`config.mk`:
```
export PLATFORM = sky130hd
export DESIGN_NAME = dmem_arbiter
export DESIGN_NICKNAME = d
export VERILOG_FILES = /design/src/rtl/dmem_arb_pkg.sv /design/src/rtl/dmem_arbiter_rr_pick2.sv /design/src/rtl/dmem_arbiter.sv
export SDC_FILE = /design/constraint.sdc
export NUM_CORES = 1
export LEC_CHECK = 0
export BUFFER_PORTS_ARGS = -buffer_cell sky130_fd_sc_hd__clkbuf_2
export CAP_MARGIN = 30
export CORE_ASPECT_RATIO = 1.1
export CORE_MARGIN = 3
export CORE_UTILIZATION = 43
export CTS_BUF_LIST = sky130_fd_sc_hd__clkbuf_8
export DETAILED_ROUTE_END_ITERATION = 6
export GPL_TIMING_DRIVEN = 1
export HOLD_SLACK_MARGIN = 0.08
export PLACE_DENSITY = 0.91
export SLEW_MARGIN = 5
export SYNTH_ARGS = -nofsm -noshare
export SYNTH_HDL_FRONTEND = slang
export SYNTH_SLANG_ARGS = --single-unit
```
`constraint.sdc`:
```
create_clock -name sysCLK -period 1.7 [get_ports sysCLK]
set_clock_uncertainty 0.2 [all_clocks]
set_input_delay 0.17 -clock sysCLK [delete_from_list [all_inputs] [get_ports sysCLK]]
set_output_delay 0.17 -clock sysCLK [all_outputs]
set_load 0.02 [all_outputs]
```
`src/rtl/dmem_arb_pkg.sv`:
```
// rtl/dmem_arb_pkg.sv - shared state and owner encodings for the data-memory arbiter
package dmem_arb_pkg;

    typedef enum logic [1:0] {
        IDLE   = 2'd0,
        ACCESS = 2'd1,
        RESP   = 2'd2
    } arb_state_t;

    localparam logic OWN_CPU = 1'b0;
    localparam logic OWN_DBG = 1'b1;

endpackage

```
`src/rtl/dmem_arbiter_rr_pick2.sv`:
```
// rtl/dmem_arbiter_rr_pick2.sv - 2-way requester picker; DMEM_ARB_PRIORITY_EN selects fixed CPU priority
module rr_pick2
    import dmem_arb_pkg::*;
(
    input  logic req0,
    input  logic req1,
    input  logic last,
    output logic pick,
    output logic any
);

    assign any = req0 | req1;

`ifdef DMEM_ARB_PRIORITY_EN
    logic unused_last;
    assign unused_last = last;
    assign pick        = req0 ? OWN_CPU : OWN_DBG;
`else
    // On contention the requester not served most recently goes first
    always_comb begin
        if (req0 && req1) begin
            pick = ~last;
        end else if (req1) begin
            pick = OWN_DBG;
        end else begin
            pick = OWN_CPU;
        end
    end
`endif

endmodule

```
`src/rtl/dmem_arbiter.sv`:
```
// rtl/dmem_arbiter.sv - CPU/debug arbiter and sequencer for the single-port data memory
module dmem_arbiter
    import dmem_arb_pkg::*;
#(
    parameter int addrW = 16,
    parameter int dataW = 32
) (
    input  logic             sysCLK,
    input  logic             pRST,
    input  logic             cpuReq,
    input  logic             cpuWe,
    input  logic [addrW-1:0] cpuAddr,
    input  logic [dataW-1:0] cpuWData,
    output logic             cpuGnt,
    output logic [dataW-1:0] cpuRData,
    output logic             cpuValid,
    output logic             cpuStall,
    input  logic             dbgReq,
    input  logic             dbgWe,
    input  logic [addrW-1:0] dbgAddr,
    input  logic [dataW-1:0] dbgWData,
    output logic             dbgGnt,
    output logic [dataW-1:0] dbgRData,
    output logic             dbgValid,
    output logic [addrW-1:0] memAddr,
    output logic [dataW-1:0] memWData,
    output logic             memRW,
    input  logic [dataW-1:0] memRData
);

    arb_state_t       state_q, state_d;
    logic             owner_q, owner_d;
    logic             last_q, last_d;
    logic             we_q, we_d;
    logic [addrW-1:0] addr_q, addr_d;
    logic [dataW-1:0] wdata_q, wdata_d;
    logic [dataW-1:0] cpu_rdata_q, cpu_rdata_d;
    logic [dataW-1:0] dbg_rdata_q, dbg_rdata_d;

    logic pick, any_req, pick_last, take;

    // In RESP the owner being served is about to become lastOwner, so the pick already sees it
    assign pick_last = (state_q == RESP) ? owner_q : last_q;
    assign take      = any_req && (state_q == IDLE || state_q == RESP);

    rr_pick2 u_pick (
        .req0 (cpuReq),
        .req1 (dbgReq),
        .last (pick_last),
        .pick (pick),
        .any  (any_req)
    );

    always_comb begin
        state_d     = state_q;
        owner_d     = owner_q;
        last_d      = last_q;
        we_d        = we_q;
        addr_d      = addr_q;
        wdata_d     = wdata_q;
        cpu_rdata_d = cpu_rdata_q;
        dbg_rdata_d = dbg_rdata_q;

        case (state_q)
            IDLE:   state_d = any_req ? ACCESS : IDLE;
            ACCESS: state_d = RESP;
            RESP: begin
                last_d  = owner_q;
                state_d = any_req ? ACCESS : IDLE;
                if (!we_q) begin
                    if (owner_q == OWN_DBG) begin
                        dbg_rdata_d = memRData;
                    end else begin
                        cpu_rdata_d = memRData;
                    end
                end
            end
            default: state_d = IDLE;
        endcase

        if (take) begin
            owner_d = pick;
            if (pick == OWN_DBG) begin
                we_d    = dbgWe;
                addr_d  = dbgAddr;
                wdata_d = dbgWData;
            end else begin
                we_d    = cpuWe;
                addr_d  = cpuAddr;
                wdata_d = cpuWData;
            end
        end
    end

    always_ff @(posedge sysCLK) begin
        if (pRST) begin
            state_q     <= IDLE;
            owner_q     <= OWN_CPU;
            last_q      <= OWN_DBG;
            we_q        <= 1'b0;
            addr_q      <= '0;
            wdata_q     <= '0;
            cpu_rdata_q <= '0;
            dbg_rdata_q <= '0;
        end else begin
            state_q     <= state_d;
            owner_q     <= owner_d;
            last_q      <= last_d;
            we_q        <= we_d;
            addr_q      <= addr_d;
            wdata_q     <= wdata_d;
            cpu_rdata_q <= cpu_rdata_d;
            dbg_rdata_q <= dbg_rdata_d;
        end
    end

    assign cpuGnt   = (state_q == ACCESS) && (owner_q == OWN_CPU);
    assign dbgGnt   = (state_q == ACCESS) && (owner_q == OWN_DBG);
    assign cpuValid = (state_q == RESP) && (owner_q == OWN_CPU);
    assign dbgValid = (state_q == RESP) && (owner_q == OWN_DBG);
    assign memRW    = (state_q == ACCESS) && we_q;
    assign memAddr  = addr_q;
    assign memWData = wdata_q;

    // Read data bypasses the holding register in RESP so it is usable alongside Valid
    assign cpuRData = (cpuValid && !we_q) ? memRData : cpu_rdata_q;
    assign dbgRData = (dbgValid && !we_q) ? memRData : dbg_rdata_q;
    assign cpuStall = cpuReq && !cpuValid && !pRST;

endmodule

```
==> results of run 1 <==
==> cell families after synthesis <==
group | after synthesis | share of synthesized area (%)
multiplexers | 64 | 16.6
AO/OA/AOI/OAI | 102 | 13.3
buffers and inverters | 44 | 4.87
flip-flops | 117 | 46.8
AND/OR/NAND/NOR | 179 | 18.5
==> per-stage QoR <==
stage | area (um2) | util [%] | hold WS, ps | setup TNS (ps)
after global placement | 6590 | 59.0 | 198 | -8870
after floorplan | 5100 | - | 111 | -3750
after CTS | 9710 | 87.0 | 111 | -52110
after detailed placement | 6590 | 59.0 | 203 | -14950
==> timing repair <==
item / CTS
gates resized for setup: 172
endpoints found under the hold margin: 113
pin swaps: 6
hold buffers: 138
gates cloned: 13
buffers inserted: 25
setup endpoints to repair: 183
==> summary.md, run 1 <==
| Metric | Value |
|---|---|
| Synth area leader | `dfxtp_1` |
| GPL Wtd Cong | `0.811` |
| Tool Error | `[ERROR DPL-0038] Utilization greater than 100%, impossible to legalize` |
| Site row count | `40` |
| Number of library cell types mapped by synthesis | `27` |
| Longest Clk Path Bufs | `2` |
| Syn_nets | `640` |
| DPL Wire Length | `10,400 um` |
| Post-synthesis async set-or-reset flop share | `0%` |
| Largest net degree at the start of global routing | `43` |
| Status | `did not finish` |
| Clock sink count | `117` |
| Pre-CTS setup slack | `-177 ps` |
| Ys Warns | `0` |
| DIE HEIGHT | `119 um` |
| Count of buffers from port buffering | `251` |
| DIE WIDTH | `109 um` |
| CTS HTree Levels | `4` |
| Failed at | `5_1_grt` |
| Share of the synthesized area in the top cell type | `46.8%` |
| Most common cell in the netlist | `dfxtp_1` |
| Synth top cells by count | `dfxtp_1, nor2_1, nand2_1` |
| EDFF count, synth | `0` |
| Initial Util | `44.9%` |
| Sequential fraction of the synthesis area | `46.8%` |
| Main synth FF type | `dfxtp_1` |
| Worst ep type | `output port` |
| Count of state elements after synthesis | `117` |
| Mean post-synth cell area | `9.90 um2` |
| Clock Tree Root | `clkbuf_8` |
| Area contributors post-synth | `dfxtp_1, mux2_4, mux2_2, a211oi_1, a21oi_1` |
| Cells after Synth | `just over 500` |
| Worst setup endpoint GRT | `dbgRData[21]` |
| I/O pin count | `252` |
| Num CTS Buffers | `17` |
| Netlist Area Pre-Place | `0.00501 mm2` |
| Placed insts | `882` |
==> inputs of run 2 (changes only) <==
CORE_ASPECT_RATIO = not set   (was 1.1)
CORE_UTILIZATION = 40   (was 43)
CTS_BUF_LIST = not set   (was sky130_fd_sc_hd__clkbuf_8)
HOLD_SLACK_MARGIN = not set   (was 0.08)
PLACE_DENSITY = not set   (was 0.91)
PLACE_DENSITY_LB_ADDON = 0.15   (was not set)
clock period = 2.2 ns   (was 1.7 ns; I/O delays follow)
==> run 2 against run 1 <==
Compared with the run above: the flow now finishes, with violations (setup timing); area after synthesis unchanged; synthesized cell count did not move.
==> summary.md, run 2 <==
| Metric | Value |
|---|---|
| Status | `finished, violations left` |
| Failing checks | `setup timing` |
| Main synth FF type | `dfxtp_1` |
| Site row count | `40 (unchanged)` |
| GPL Wtd Cong | `0.770 (-5.0%)` |
| Hold slack | `49.7 ps` |
| Area contributors post-synth | `dfxtp_1, mux2_4, mux2_2, a211oi_1, a21oi_1` |
| Initial antenna violation count | `0` |
| Element type at the critical path end | `output pin` |
| CTS tree | `yes` |
| Unrepaired setup endpoints after global routing | `yes` |
| Worst vdd ir | `0.423 mV` |
| DPL Wire Length | `9910 um (-5.0%)` |
| I/O pin count | `252 (unchanged)` |
| EDFF count, synth | `0 (unchanged)` |
| Fin nets | `1,023` |
| Least-Margin Pin Slew | `626 ps` |
| Final hold violations | `0` |
| DP Area | `0.00642 mm2 (-2.5%)` |
| Most frequent cells in the layout | `clkbuf_2, dlygate4sd3_1, dfxtp_1, nor2_1, nand2_1` |
| Number of library cell types mapped by synthesis | `27 (unchanged)` |
| Pwr/cell area | `703 mW/mm2` |
| Mean post-synth cell area | `9.90 um2 (unchanged)` |
| FMAX | `about 0.44 GHz` |
| Clock Tree Root | `clkbuf_16` |
| CTS HTree Levels | `4 (unchanged)` |
| Routed length per instance | `~16 um` |
| Routed vias | `5,257` |
| Netlist Area Pre-Place | `0.00501 mm2 (unchanged)` |
| Ys Warns | `0 (unchanged)` |
| Initial Util | `41.4% (-3.5 points)` |
| Syn_nets | `640 (unchanged)` |
| Overflow left after global routing | `0` |
| First-pass GRT wire length | `27,000 um` |
| TritonRoute pass-1 iters | `5` |
| Count of state elements after synthesis | `117 (unchanged)` |
| Die Area | `0.0139 mm2` |
| Share of cells above drive strength 1 | `between 40% and 50%` |
| Antenna Nets Post-Route | `0` |
| Relative slew margins | `58.3%` |
| DIE WIDTH | `118 um (+8.3%)` |
| Clock-pin slew on the worst setup and hold paths | `50 ps` |
| Min Clock Period, post-route | `2280 ps` |
| Placed insts | `894 (+1.4%)` |
| Setup violators final | `64` |
| Count of buffers from port buffering | `251 (unchanged)` |
| Leakage power | `4.26 nW` |
| Fill count | `824` |
| Core Util, Final | `73.0%` |
| Worst skew pair latency | `400 ps` |
| Pwr Total | `6.21 mW` |
| HP Class | `input port to flop` |
| Starting DRT DRC Count | `293` |
| Tcrit/Tclk final | `104%` |
| Design Area, Final | `a little under 0.009 mm2` |
| Worst Setup Slack, final | `-79.3 ps` |
| Longest Clk Path Bufs | `2 (unchanged)` |
| Vias per inst | `4.91` |
| Post-Route WL | `17,600 um` |
| Commonest non-fill, non-tap cell in the layout | `clkbuf_2` |
| Data required, critical path | `around 1800 ps` |
| Largest net degree at the start of global routing | `just over 60` |
| Multi-input gate area | `0.00248 mm2` |
| Sequential fraction of the synthesis area | `46.8% (unchanged)` |
| Final cell count without fillers | `between 1,000 and 1,500` |
| Synth top cells by count | `dfxtp_1, nor2_1, nand2_1` |
| Max cap viols | `0` |
| Area Growth Syn to Fin | `76.6%` |
| Post-route DRC | `0` |
| Worst EP arrival | `about 1900 ps` |
| Cells after Synth | `506 (unchanged)` |
| CP Launch Type | `flop` |
| GRT Util Overall | `23.9%` |
| Final-report max-slew violation count | `0` |
| Post-synthesis async set-or-reset flop share | `0% (unchanged)` |
| Num CTS Buffers | `17 (unchanged)` |
| Vias in the first global route | `5,416` |
| Share of the synthesized area in the top cell type | `46.8% (unchanged)` |
| Critical path peak fanout | `16` |
| Core footprint | `0.0121 mm2` |
| Clock sink count | `117 (unchanged)` |
| Crit path kind | `flop to output pin` |
| Synth area leader | `dfxtp_1` |
| # diodes | `0` |
| Reg area | `0.00235 mm2` |
| Most common cell in the netlist | `dfxtp_1` |
| DIE HEIGHT | `118 um (-1.1%)` |
[run 2: cells by family after synthesis]
logic type / after synthesis / synth area share [%]
simple gates: 179 / 18.5
buf+inv: 44 / 4.87
mux: 64 / 16.6
flops: 117 / 46.8
compound gates: 102 / 13.3
[run 2: routing by layer]
layer | vias to the layer above | track usage, % | routed length, um
met2 | 260 | 40.0 | 8830
met1 | 2453 | 26.9 | 6810
li1 | 2495 | - | -
met4 | 0 | 11.4 | 551
met3 | 49 | 8.99 | 1370
met5 | - | 0 | 0
[run 2: cell type report]
| class | count | area share, % |
|---|---|---|
| clock buffers | 21 | 5.09 |
| clock inverters | 11 | 1.50 |
| inverters | 4 | 0.198 |
| multi-input cells | 345 | 28.0 |
| flip-flops and latches | 117 | 26.6 |
| well taps | 168 | 2.38 |
| repair buffers | 404 | 36.2 |
[run 2: worst paths after layout]
check                                  from                          end  slack, ps  cells after the start
setup / recovery      state_q[0]$_SDFF_PP0_                 cpuRData[12]        -80                      6
hold / removal                  memRData[3]  cpu_rdata_q[3]$_SDFFE_PP0P_         50                      3
setup reg to reg      state_q[0]$_SDFF_PP0_    memWData[21]$_SDFFE_PP0P_        170                      6
hold reg to reg   memWData[10]$_SDFFE_PP0P_    memWData[10]$_SDFFE_PP0P_        300                      2
[run 2: worst max-delay path: stages (launching register included)]
cell	delay, ps
dfxtp_4	330
nand2b_4	160
nor3_4	120
buf_6	150
buf_12	150
mux2_2	370
buf_4	170
[run 2: metrics by stage]
| stage | setup WS (ps) | setup TNS (ps) |
|---|---|---|
| 6_report | -79.3 | -2510 |
| 5_1_grt | -148 | -7250 |
| 4_1_cts | -163 | -6400 |
| 3_5_place_dp | 176 | 0 |
| 3_3_place_gp | 229 | 0 |
| 2_1_floorplan | 383 | 0 |
[run 2: repair_timing]
action / 4_1_cts / 5_1_grt
hold buffers: 129 / 0
cloned: 2 / 3
pin swaps: 1 / 1
buffers inserted: 5 / 5
hold endpoints to repair: 93 / 0
setup endpoints to repair: 64 / 64
resized for setup: 17 / 150
[run 2: where the power goes]
group	switching [mW]	internal [mW]	total, mW	leakage (nW)
sequential	0.0639	2.24	2.30	0.959
clock	0.923	1.79	2.72	0.290
combinational	0.618	0.573	1.19	3.01
total	1.60	4.61	6.21	4.26
No activity file was read; power rests on OpenSTA's default activity.
==> inputs of run 3 (changes only) <==
CORE_ASPECT_RATIO = 0.7   (was not set)
CORE_UTILIZATION = 24   (was 40)
==> run 3 against run 2 <==
Compared with the run above: the flow still finishes with violations (setup timing); largest power group unchanged; count of clock-buffer cells in the layout down 3; global-route usage down 9.2 points; core utilization down 28 points; highest routed layer unchanged; largest cell class unchanged; worst hold slack worse by 5.9 ps; total power up 5.2%; sequential share of layout area down 0.52 points; fmax down 4.7%.
==> summary.md, run 3 (synthesized netlist as in run 2, its figures left out) <==
| Metric | Value |
|---|---|
| Status | `finished, violations left` |
| Failing checks | `setup timing` |
| Clock-pin slew on the worst setup and hold paths | `50 ps (about the same)` |
| Tcrit/Tclk final | `109% (+5.1 points)` |
| Count of buffers from port buffering | `251 (unchanged)` |
| Placed insts | `996 (+11%)` |
| Setup violators final | `64 (unchanged)` |
| Post-Route WL | `17,400 um (-1.0%)` |
| Clock Tree Root | `clkbuf_16` |
| Final hold violations | `0 (unchanged)` |
| Site row count | `43 (+7.5%)` |
| Post-route DRC | `0 (unchanged)` |
| Initial antenna violation count | `0 (unchanged)` |
| Overflow left after global routing | `0 (unchanged)` |
| Final cell count without fillers | `1,176 (+9.9%)` |
| Worst vdd ir | `0.433 mV (+2.4%)` |
| Num CTS Buffers | `17 (unchanged)` |
| Buf/Inv on CP | `4 (+1)` |
| Die Area | `0.0227 mm2 (+63%)` |
| Largest stage delay on the critical path | `340 ps (-30 ps)` |
| Relative slew margins | `60.3% (+2.0 points)` |
| Commonest non-fill, non-tap cell in the layout | `clkbuf_2` |
| Area Growth Syn to Fin | `80.1%` |
| Critical Path, Cell by Cell | `nand2b_4 -> buf_12 -> nor3_4 -> buf_4 -> clkbuf_16 -> mux2_2 -> buf_2` |
| Pwr Total | `6.54 mW (+5.2%)` |
| Worst Setup Slack, final | `-193 ps (-113 ps)` |
| Antenna Nets Post-Route | `0 (unchanged)` |
| FMAX | `0.418 GHz (-4.7%)` |
| Most frequent cells in the layout | `clkbuf_2, dlygate4sd3_1, dfxtp_1, nor2_1, nand2_1` |
| Cell family contributing the most delay on the critical path | `buffers and inverters` |
| Fill count | `1,863 (+130%)` |
| DIE HEIGHT | `127 um (+7.6%)` |
| CTS tree | `yes` |
| Starting DRT DRC Count | `188 (-36%)` |
| Max cap viols | `0 (unchanged)` |
| Least-Margin Pin Slew | `595 ps (-30.2 ps)` |
| DIE WIDTH | `179 um (+52%)` |
| CTS HTree Levels | `4 (unchanged)` |
| CP max-delay cell | `mux2_2` |
| GRT Util Overall | `14.7% (-9.2 points)` |
| Element type at the critical path end | `output pin` |
| Core Util, Final | `44.8% (-28 points)` |
| Core footprint | `0.0201 mm2 (+66%)` |
| Min Clock Period, post-route | `2390 ps (+113 ps)` |
| Crit path kind | `flop to output pin` |
| Vias in the first global route | `5,297 (-2.2%)` |
| Unrepaired setup endpoints after global routing | `yes` |
| Routed vias | `5,098 (-3.0%)` |
| Critical path peak fanout | `8 (-8)` |
| I/O pin count | `252 (unchanged)` |
| Data required, critical path | `1780 ps (about the same)` |
| Initial Util | `24.9% (-16 points)` |
| Clock sink count | `117 (unchanged)` |
| # diodes | `0 (unchanged)` |
| Longest Clk Path Bufs | `2 (unchanged)` |
| HP Class | `input port to flop` |
| Worst skew pair latency | `400 ps (about the same)` |
| CP Launch Type | `flop` |
| Largest net degree at the start of global routing | `53 (-15%)` |
| DPL Wire Length | `10,600 um (+7.4%)` |
| Worst EP arrival | `1970 ps (+110 ps)` |
| Final-report max-slew violation count | `0 (unchanged)` |
| First-pass GRT wire length | `26,600 um (-1.5%)` |
| Leakage power | `4.30 nW (+1.0%)` |
| Fin nets | `1,027 (+0.39%)` |
| TritonRoute pass-1 iters | `4 (-1)` |
| GPL Wtd Cong | `0.756 (-1.9%)` |
| Share of cells above drive strength 1 | `42.5% (+0.37 points)` |
| Routed length per instance | `14.8 um (-9.9%)` |
| Pwr/cell area | `725 mW/mm2 (+3.2%)` |
| Vias per inst | `4.34 (-12%)` |
[run 3: area by class of cell]
cell class                 instances  area [um2]  area share [%]
multi-input combinational        345        2450            27.1
clock buffer                      18         429            4.76
inverter                           4        15.0           0.166
clock inverter                    14         221            2.45
tap                              270         338            3.74
sequential                       117        2350            26.1
timing repair buffer             408        3220            35.7
[run 3: path summary, 6_finish.rpt]
| check | start | end | slack (ps) | depth (start not counted) |
|---|---|---|---|---|
| hold / removal | memRData[29] | cpu_rdata_q[29]$_SDFFE_PP0P_ | 40 | 3 |
| hold reg to reg | last_q$_SDFF_PP1_ | last_q$_SDFF_PP1_ | 270 | 1 |
| setup / recovery | state_q[0]$_SDFF_PP0_ | cpuRData[18] | -190 | 7 |
| setup reg to reg | state_q[0]$_SDFF_PP0_ | dbg_rdata_q[4]$_SDFFE_PP0P_ | 230 | 8 |
[run 3: routing by layer]
metal | GRT usage (%) | wire [um]
met1 | 17.3 | 7510
met2 | 25.0 | 8250
met3 | 4.25 | 1130
met4 | 6.23 | 495
met5 | 0 | 0
[run 3: through the flow]
stage / worst slack [ps] / instance area [um2] / hold WS, ps / TNS [ps]
floorplan: 383 / 5010 / 161 / 0
global placement: 234 / 6540 / 252 / 0
detailed placement: 176 / 6540 / 256 / 0
CTS: -205 / 8840 / 11.9 / -11280
global route: -270 / 9020 / 29.5 / -12090
finish: -193 / 9020 / 43.9 / -6440
[run 3: worst reg2reg max path, delay by kind of cell (launching register included)]
family        cells  cell delay (ps)
buf+inv           4              540
flops             1              330
mux               1              320
simple gates      3              460
[run 3: timing repair]
action	4_1_cts	5_1_grt
resized for setup	47	93
buffers inserted	8	7
setup endpoints to repair	64	64
hold endpoints to repair	105	0
hold buffers	130	0
gates cloned	3	2
pin swaps	1	1
[run 3: report_power, final]
part	leakage (nW)	switching (mW)	total, mW	internal, mW
Sequential	0.959	0.0614	2.30	2.24
Combinational	3.02	0.607	1.17	0.559
Clock	0.320	1.04	3.07	2.03
Total	4.30	1.71	6.54	4.83
==> inputs of run 4 (changes only) <==
SKIP_LAST_GASP = 1   (was not set)
==> run 4 against run 3 <==
Compared with the run above: the run still ends with setup timing left; highest routed layer unchanged; core utilization is 0.087 points lower; worst hold slack better by 2.6 ps; register-to-register slack hardly changed; sequential share of layout area is 0.051 points higher; cell area is 0.19% lower; largest power group unchanged; count of clock-buffer cells in the layout stayed put.
==> summary.md, run 4 (synthesized netlist as in run 2, its figures left out) <==
| Metric | Value |
|---|---|
| Status | `finished, violations left` |
| Failing checks | `setup timing` |
| Overflow left after global routing | `0 (unchanged)` |
| Crit path kind | `flop to output pin` |
| Critical path peak fanout | `8 (unchanged)` |
| Worst vdd ir | `0.433 mV (about the same)` |
| Leakage power | `4.29 nW (-0.26%)` |
| HP Class | `input port to flop` |
| Longest Clk Path Bufs | `2 (unchanged)` |
| Initial antenna violation count | `0 (unchanged)` |
| CTS tree | `yes` |
| CTS HTree Levels | `4 (unchanged)` |
| FF-to-FF setup slack | `230 ps (about the same)` |
| Post-Route WL | `17,400 um (about the same)` |
| Site row count | `43 (unchanged)` |
| Hold_sp | `memRData[29]` |
| Pwr Total | `6.54 mW (about the same)` |
| Final-report max-slew violation count | `0 (unchanged)` |
| DPL Wire Length | `10,600 um (unchanged)` |
| Count of buffers from port buffering | `251 (unchanged)` |
| RR Endpoint | `dbg_rdata_q[4]$_SDFFE_PP0P_` |
| Net switching power | `1.72 mW (+0.21%)` |
| Vias per inst | `4.33 (-0.16%)` |
| Setup TNS | `-6420 ps (+19.0 ps)` |
| Reg2Reg Depth | `8 (unchanged)` |
| DIE HEIGHT | `127 um (unchanged)` |
| Clock Tree Root | `clkbuf_16` |
| Most frequent cells in the layout | `clkbuf_2, dlygate4sd3_1, dfxtp_1, nor2_1, nand2_1` |
| Least-Margin Pin Slew | `597 ps (+1.57 ps)` |
| TritonRoute pass-1 iters | `4 (unchanged)` |
| Routed vias | `5,090 (-0.16%)` |
| Data required, critical path | `1780 ps (about the same)` |
| Num CTS Buffers | `17 (unchanged)` |
| Hold path cells | `3 (unchanged)` |
| Clock share of power | `47.0% (about the same)` |
| Internal | `4.82 mW (about the same)` |
| Worst skew pair latency | `400 ps (about the same)` |
| FMAX | `0.418 GHz (about the same)` |
| Combinational share of power | `17.8% (about the same)` |
| Worst EP arrival | `1970 ps (about the same)` |
| Starting DRT DRC Count | `186 (-1.1%)` |
| Clock sink count | `117 (unchanged)` |
| Max cap viols | `0 (unchanged)` |
| Vias in the first global route | `5,297 (unchanged)` |
| DIE WIDTH | `179 um (unchanged)` |
| Core footprint | `0.0201 mm2 (unchanged)` |
| Clock-pin slew on the worst setup and hold paths | `50 ps (about the same)` |
| # diodes | `0 (unchanged)` |
| Setup violators final | `64 (unchanged)` |
| First-pass GRT wire length | `26,600 um (unchanged)` |
| Critical R2R Launch | `state_q[0]$_SDFF_PP0_` |
| Sequential power share | `35.2% (about the same)` |
| Antenna Nets Post-Route | `0 (unchanged)` |
| Hold slack | `46.4 ps (+2.57 ps)` |
| Unrepaired setup endpoints after global routing | `yes` |
| Pwr/cell area | `726 mW/mm2 (+0.19%)` |
| Pre-CTS setup slack | `176 ps (unchanged)` |
| Element type at the critical path end | `output pin` |
| WHS Endpoint | `cpu_rdata_q[29]$_SDFFE_PP0P_` |
| CP Launch Type | `flop` |
| Reg area | `0.00235 mm2 (unchanged)` |
| Relative slew margins | `60.2% (-0.10 points)` |
| Area Growth Syn to Fin | `79.8%` |
| Final hold violations | `0 (unchanged)` |
| DP Area | `0.00654 mm2 (unchanged)` |
| Final cell count without fillers | `1,176 (unchanged)` |
| I/O pin count | `252 (unchanged)` |
| Post-route DRC | `0 (unchanged)` |
| GRT Util Overall | `14.7% (unchanged)` |
| Tcrit/Tclk final | `109% (about the same)` |
| Min Clock Period, post-route | `2390 ps (+0.191 ps)` |
| Share of cells above drive strength 1 | `42.5% (unchanged)` |
| Multi-input gate area | `0.00245 mm2 (unchanged)` |
| Largest net degree at the start of global routing | `53 (unchanged)` |
| Core Util, Final | `44.7% (-0.087 points)` |
| Initial Util | `24.9% (unchanged)` |
| Placed insts | `996 (unchanged)` |
| Sw Share | `26.3% (+0.056 points)` |
| Fin nets | `1,027 (unchanged)` |
| Fill count | `1,861 (-0.11%)` |
| Die Area | `0.0227 mm2 (unchanged)` |
| Design Area, Final | `0.00900 mm2 (-0.19%)` |
| Commonest non-fill, non-tap cell in the layout | `clkbuf_2` |
| Routed length per instance | `14.8 um (about the same)` |
| GPL Wtd Cong | `0.756 (unchanged)` |
| Worst Setup Slack, final | `-193 ps (-0.191 ps)` |
-- run 4: metal layers --
metal / global-route usage [%] / vias up / routed length (um)
li1: - / 2501 / -
met1: 17.3 / 2352 / 7540
met2: 25.0 / 197 / 8240
met3: 4.25 / 40 / 1110
met4: 6.23 / 0 / 495
met5: 0 / - / 0
-- run 4: power by group through the flow --
stage | sequential (mW) | combinational (mW) | clock (mW)
after floorplan | 2.45 | 0.456 | 0
after global placement | 2.35 | 0.927 | 0
after detailed placement | 2.35 | 0.929 | 0
after CTS | 2.30 | 1.14 | 3.18
after global routing | 2.31 | 1.26 | 3.27
final | 2.30 | 1.16 | 3.08
-- run 4: how the worst max path moves through the flow --
stage / end / slack [ps] / start / cells past startpoint
2_1_floorplan: dbg_rdata_q[10]$_SDFFE_PP0P_ / 380 / owner_q$_SDFFE_PP0P_ / 5
5_1_grt: cpuRData[25] / -270 / state_q[0]$_SDFF_PP0_ / 7
6_report: cpuRData[18] / -190 / state_q[0]$_SDFF_PP0_ / 7
3_5_place_dp: dbgRData[0] / 180 / owner_q$_SDFFE_PP0P_ / 5
3_3_place_gp: dbgRData[31] / 230 / owner_q$_SDFFE_PP0P_ / 5
4_1_cts: cpuRData[29] / -210 / state_q[0]$_SDFF_PP0_ / 6
-- run 4: cell type report --
| class | count | share of cell area, % |
|---|---|---|
| Clock buffer | 18 | 4.77 |
| Clock inverter | 14 | 2.46 |
| Inverter | 4 | 0.167 |
| Multi-Input combinational cell | 345 | 27.2 |
| Sequential cell | 117 | 26.1 |
| Tap cell | 270 | 3.75 |
| Timing Repair Buffer | 408 | 35.5 |
-- run 4: timing repair --
item,4_1_cts,5_1_grt
endpoints found under the hold margin,105,0
setup endpoints to repair,64,64
pin swaps,1,1
resized for setup,47,72
buffers inserted,8,7
hold buffers,130,0
cloned,3,2
-- run 4: critical path, stage by stage (launching register included) --
cell and delay, ps:
dfxtp_4 330, nand2b_4 160, buf_12 130, nor3_4 120, buf_4 160, clkbuf_16 160, mux2_2 340, buf_2 160
